File: src/rtl/intd_pkg.sv
// Shared types for the interrupt dispatcher: FSM state encoding and cause codes.
package intd_pkg;

  typedef enum logic [1:0] {
    ST_IDLE     = 2'b00,
    ST_DISPATCH = 2'b01,
    ST_KERNEL   = 2'b10,
    ST_RETURN   = 2'b11
  } state_t;

  typedef enum logic [1:0] {
    CAUSE_NONE = 2'b00,
    CAUSE_SYS  = 2'b01,
    CAUSE_TMR  = 2'b10,
    CAUSE_OP   = 2'b11
  } cause_t;

endpackage

File: src/rtl/intd_arbiter.sv
// Fixed-priority pick among pending interrupt causes (SYS > TIMER > OP)
// and mux of the winning cause's vector.
module intd_arbiter
  import intd_pkg::*;
#(
  parameter int ADDR_W = 16
) (
  input  logic              sys_pend,
  input  logic              tmr_pend,
  input  logic              op_pend,
  input  logic [ADDR_W-1:0] sys_vec,
  input  logic [ADDR_W-1:0] tmr_vec,
  input  logic [ADDR_W-1:0] op_vec,
  output logic              any_pend,
  output cause_t            cause,
  output logic [ADDR_W-1:0] vec
);

  // Highest-priority pending cause wins; vector follows the winner.
  always_comb begin
    any_pend = sys_pend | tmr_pend | op_pend;
    cause    = CAUSE_NONE;
    vec      = '0;
    if (sys_pend) begin
      cause = CAUSE_SYS;
      vec   = sys_vec;
    end else if (tmr_pend) begin
      cause = CAUSE_TMR;
      vec   = tmr_vec;
    end else if (op_pend) begin
      cause = CAUSE_OP;
      vec   = op_vec;
    end
  end

endmodule

File: src/rtl/interrupt_dispatcher.sv
// CPU-side interrupt dispatcher: latches scheduler/decoder requests, waits for
// an instruction boundary, saves the PC to epc, jumps to the cause's vector in
// kernel mode, and returns to epc on IRET.
// Optional macro INTD_COUNT_EN adds saturating per-cause dispatch counters.
module interrupt_dispatcher
  import intd_pkg::*;
#(
  parameter int ADDR_W = 16,
  parameter int CNT_W  = 16
) (
  input  logic              clock,
  input  logic              init_flag,
  input  logic              timer_int,
  input  logic              op_int,
  input  logic              sys_req,
  input  logic [ADDR_W-1:0] int_pos,
  input  logic [ADDR_W-1:0] op_int_pos,
  input  logic [ADDR_W-1:0] sys_int_pos,
  input  logic              PRG_ENB,
  input  logic [ADDR_W-1:0] PC_pos,
  input  logic              IRET_flag,
  output logic              PC_load,
  output logic [ADDR_W-1:0] PC_load_value,
  output logic              kernel_mode,
  output logic              int_ack,
  output logic [1:0]        int_cause,
  output logic [ADDR_W-1:0] epc
`ifdef INTD_COUNT_EN
  ,
  output logic [CNT_W-1:0]  cnt_sys,
  output logic [CNT_W-1:0]  cnt_tmr,
  output logic [CNT_W-1:0]  cnt_op
`endif
);

  state_t            state, state_nxt;
  cause_t            cause_q;
  logic [ADDR_W-1:0] tgt_q;
  logic              sys_pend, tmr_pend, op_pend;
  logic              timer_q;
  logic              any_pend;
  cause_t            win_cause;
  logic [ADDR_W-1:0] win_vec;
  logic              capture, drop;
  logic              clr_sys, clr_tmr, clr_op;
  logic              tmr_rise;

  intd_arbiter #(.ADDR_W(ADDR_W)) u_arb (
    .sys_pend (sys_pend),
    .tmr_pend (tmr_pend),
    .op_pend  (op_pend),
    .sys_vec  (sys_int_pos),
    .tmr_vec  (int_pos),
    .op_vec   (op_int_pos),
    .any_pend (any_pend),
    .cause    (win_cause),
    .vec      (win_vec)
  );

  assign tmr_rise  = timer_int & ~timer_q;
  assign int_cause = cause_q;

  // Only the arbitration winner is cleared, whether dispatched or dropped.
  assign clr_sys = (capture | drop) && (win_cause == CAUSE_SYS);
  assign clr_tmr = (capture | drop) && (win_cause == CAUSE_TMR);
  assign clr_op  = (capture | drop) && (win_cause == CAUSE_OP);

  // FSM state register.
  always_ff @(posedge clock) begin
    if (!init_flag) state <= ST_IDLE;
    else            state <= state_nxt;
  end

  // Next-state and strobe outputs.
  always_comb begin
    state_nxt     = state;
    PC_load       = 1'b0;
    PC_load_value = '0;
    int_ack       = 1'b0;
    capture       = 1'b0;
    drop          = 1'b0;
    case (state)
      ST_IDLE: begin
        if (any_pend && PRG_ENB) begin
          if (win_vec == '0) begin
            drop = 1'b1;
          end else begin
            capture   = 1'b1;
            state_nxt = ST_DISPATCH;
          end
        end
      end
      ST_DISPATCH: begin
        PC_load       = 1'b1;
        PC_load_value = tgt_q;
        int_ack       = 1'b1;
        state_nxt     = ST_KERNEL;
      end
      ST_KERNEL: begin
        if (IRET_flag) state_nxt = ST_RETURN;
      end
      ST_RETURN: begin
        PC_load       = 1'b1;
        PC_load_value = epc;
        state_nxt     = ST_IDLE;
      end
      default: state_nxt = ST_IDLE;
    endcase
  end

  // Pending latches; a new request in the capture cycle outlives the clear.
  always_ff @(posedge clock) begin
    if (!init_flag) begin
      sys_pend <= 1'b0;
      tmr_pend <= 1'b0;
      op_pend  <= 1'b0;
      timer_q  <= 1'b0;
    end else begin
      sys_pend <= (sys_pend & ~clr_sys) | sys_req;
      tmr_pend <= (tmr_pend & ~clr_tmr) | tmr_rise;
      op_pend  <= (op_pend  & ~clr_op)  | op_int;
      timer_q  <= timer_int;
    end
  end

  // Capture context on dispatch; kernel_mode spans DISPATCH and KERNEL.
  always_ff @(posedge clock) begin
    if (!init_flag) begin
      epc         <= '0;
      cause_q     <= CAUSE_NONE;
      tgt_q       <= '0;
      kernel_mode <= 1'b0;
    end else begin
      if (capture) begin
        epc         <= PC_pos;
        cause_q     <= win_cause;
        tgt_q       <= win_vec;
        kernel_mode <= 1'b1;
      end else if ((state == ST_KERNEL) && IRET_flag) begin
        kernel_mode <= 1'b0;
      end
    end
  end

`ifdef INTD_COUNT_EN
  // Saturating per-cause dispatch counters, bumped in the DISPATCH cycle.
  always_ff @(posedge clock) begin
    if (!init_flag) begin
      cnt_sys <= '0;
      cnt_tmr <= '0;
      cnt_op  <= '0;
    end else if (state == ST_DISPATCH) begin
      case (cause_q)
        CAUSE_SYS: if (cnt_sys != '1) cnt_sys <= cnt_sys + CNT_W'(1);
        CAUSE_TMR: if (cnt_tmr != '1) cnt_tmr <= cnt_tmr + CNT_W'(1);
        CAUSE_OP:  if (cnt_op  != '1) cnt_op  <= cnt_op  + CNT_W'(1);
        default: ;
      endcase
    end
  end
`endif

endmodule

File: config.mk
export PLATFORM = sky130hd
export DESIGN_NAME = interrupt_dispatcher
export DESIGN_NICKNAME = d
export VERILOG_FILES = /design/src/rtl/intd_pkg.sv /design/src/rtl/intd_arbiter.sv /design/src/rtl/interrupt_dispatcher.sv
export SDC_FILE = /design/constraint.sdc
export NUM_CORES = 1
export LEC_CHECK = 0
export ABC_AREA = 1
export ABC_CLOCK_PERIOD_IN_PS = 1500
export CORE_UTILIZATION = 38
export DETAILED_ROUTE_END_ITERATION = 8
export PLACE_DENSITY = 0.76
export SLEW_MARGIN = 25
export SYNTH_ARGS = -nofsm -noshare
export SYNTH_HDL_FRONTEND = slang
export SYNTH_HIERARCHICAL = 1
export SYNTH_SLANG_ARGS = --single-unit
File: constraint.sdc
create_clock -name clock -period 1.5 [get_ports clock]
set_input_delay 0.3 -clock clock [delete_from_list [all_inputs] [get_ports clock]]
set_output_delay 0.3 -clock clock [all_outputs]
set_load 0.05 [all_outputs]
==> summary.md <==
| Metric | Value |
|---|---|
| Status | finished with violations |
| Failing checks | negative setup slack |
| Post-Synthesis Cells | 423 |
| Post-synth top area cell | dfxtp_1 |
| Die H | 82.7 um |
| Initial antenna violation count | 0 |
| H-tree Lvls | 2 |
| Most common cell in the netlist | nor2_1 |
| Mapped Nets | 499 |
| Final net count | roughly 660 |
| Core ar. | 6310 um2 |
| Startpoint Class | register |
| CTS Hold Bufs | 0 |
| Largest cells by area after synthesis | dfxtp_1 (33%), nor2_1 (21%), nand2_1 (20%) |
| Reg-to-reg startpoint | sys_pend |
| Worst-Skew Late Latency | approximately 0.30 ns |
| Ys flop type | dfxtp_1 |
| Critical Path RT | around 1.7 ns |
| Final Util | 0.837 |
| Share of cells above drive strength 1 | 0.355 |
| R2R depth | 14 |
| Die area | 6840 um2 |
| Slew of the pin with the lowest slew margin | 0.305 ns |
| R2R Setup Slk | -0.68 ns |
| Fin crit period | 2.18 ns |
| Vias | about 3700 |
| # setup viols final | 55 |
| Setup Skew | 0.00652 ns |
| Initial Util | 0.392 |
| Post-synth cell types | 21 |
| Final Slew Violations | 0 |
| Clk buf depth | 2 |
| TritonCTS buffer count | 5 |
| EDFF count, synth | 0 |
| Hold_sp | timer_q |
| Total power | 7.55 mW |
| PD cells | 1430 nW/um2 |
| GPL Wtd Cong | ~0.79 |
| Die X | 82.7 um |
| Critical Path AT | about 2.4 ns |
| Period utilization | 1.45 |
| Gr usage total | 0.284 |
| Crit. End Element | register |
| Antenna diodes | 0 |
| Post-synthesis cell area | about 2500 um2 |
| Total clock sinks | 41 |
| Slew headroom | 0.796 |
| Pre-Repair DR Iteration Count | 8 |
| Vias in the first global route | 3076 |
| Synth Register Bits | a little over 40 |
| Row cnt | 29 |
| Max-cap violations | 0 |
| Dpl hpwl | 5670 um |
| Fin Hold WS | roughly 0.43 ns |
| Hold depth | 1 |
| Detailed-route vias per instance | 5.61 |
| Avg Cell Area, Syn | roughly 6 um2 |
| Area Growth Syn to Fin | 114% |
| Hold Vio Cnt, Final | 0 |
| CTS tree | yes |
| RSZ-0062 raised after global routing | yes |
| Worst hold path class | reg2reg |
| R2r endpoint | tgt_q[12] |
| Clock slew at reported path FFs | 0.08 ns |
| Largest net degree at the start of global routing | 35 |
| Fmax | between 400 and 500 MHz |
| Async SR Flop Fraction | 0 |
| Crit path kind | reg2reg |
| WL/cell | 18.7 um |
| First-pass GRT wire length | 14500 um |
| Post-Route WL | 12300 um |
| CP Max Fanout | 15 |
| Peak supply drop | 1470 uV |
| Seq/Total Area, Yosys | 0.332 |
| Clock Tree Root | clkbuf_8 |
| Hold Path Sink | tmr_pend |
| Routed Antenna Nets | 0 |
| Grt total ovfl | 0 |
| I/O pins | 108 |
| Port Buffer Count | 107 |
| Static leakage | 2.37 nW |
| DRC | 0 |
| Post-route setup slack | -0.675 ns |
| Synth top area share | 0.332 |
| Total number of yosys warnings | 6 |
| Commonest cells post-synth | nor2_1 (138), nand2_1 (130), inv_1 (46) |
| DR iter-0 viols | about 270 |
[state kept, by name, summed over array words and instances (netlist names)]
signal and cells:
int_cause 2, timer_q 1, tgt_q 16, state 2, sys_pend 1, tmr_pend 1
epc 16, op_pend 1, kernel_mode 1
[power by group]
part | leakage (nW) | total (mW) | switching [mW] | internal [mW]
logic | 1.98 | 5.13 | 2.84 | 2.29
clock network | 0.0549 | 0.842 | 0.417 | 0.426
registers | 0.340 | 1.58 | 0.231 | 1.35
[metal layers]
metal,wire [um],track usage,vias up
met2,6070,0.525,280
met4,930,0.133,0
li1,-,-,1591
met5,0,0,-
met1,4330,0.317,1717
met3,976,0.0429,100
[critical path, stage by stage (launching register included)]
cell	delay [ns]
dfxtp_2	0.37
clkinv_4	0.10
clkbuf_16	0.18
nand2_1	0.11
nor2_1	0.08
nor2_1	0.21
nor2_1	0.08
nand2_1	0.08
nor2_2	0.05
nand2_2	0.09
nand3_4	0.12
buf_12	0.18
clkbuf_16	0.18
nor2_1	0.15
nor2_1	0.08
[kinds of logic after synthesis]
kind of cell | Yosys count | synth area share
and+or+nand+nor | 278 | 0.431
buffers and inverters | 71 | 0.144
DFF | 41 | 0.332
AOI/OAI and AO/OA | 28 | 0.0682
adders and majority gates | 5 | 0.0253
[cell type report]
class                           count  area (um2)
Timing Repair Buffer              169        2220
Multi-Input combinational cell    311        1790
Fill cell                         337        1030
Sequential cell                    41         837
Inverter                           49         209
Clock buffer                        7        96.3
Tap cell                           77        96.3
Timing Repair inverter              2        32.5
Clock inverter                      1        8.76
[layout by cell type (no fill, tap or decap), types with 2 or more instances in the layout]
cell               n
inv_2              2
ha_1               3
clkbuf_8           7
nor2_1           115
dfxtp_4            4
nand3_2            2
buf_6              7
clkbuf_16          6
o31ai_2            3
nor2_2            21
o22ai_4           16
clkinv_8           3
inv_1             43
clkdlybuf4s50_1   70
nand2_2           27
nand3_1            2
buf_12            49
nand2_1           95
buf_4             35
ha_4               2
nand4_1            3
clkinv_4           2
dfxtp_1           36
nand2_4            8
a21oi_1            5
a21oi_2            2
nor2_4             4
[how the worst max path moves through the flow]
stage | from | to | slack, ns
floorplan | state[1] | PC_load_value[5] | -0.15
global placement | int_pos[1] | tgt_q[2] | -0.53
detailed placement | int_pos[8] | epc[15] | -0.60
CTS | sys_pend | tgt_q[1] | -0.42
global route | sys_pend | tgt_q[12] | -0.71
finish | sys_pend | tgt_q[12] | -0.68
[timing repair]
item                                    4_1_cts  5_1_grt
cloned                                        5        7
endpoints found under the setup margin       58       58
pin swaps                                    10       13
resized for setup                            42       65
setup buffers                                13        5
[stage by stage]
stage	setup slack (ns)	TNS, ns	cell area (um2)	std cells
after CTS	-0.416	-18.29	4930	647
after floorplan	-0.150	-6.05	2760	423
after detailed placement	-0.598	-20.54	4430	621
final	-0.675	-26.79	5290	657
after global routing	-0.709	-29.89	5290	657
after global placement	-0.531	-18.71	4430	621
Power figures use the tool's default switching activity.
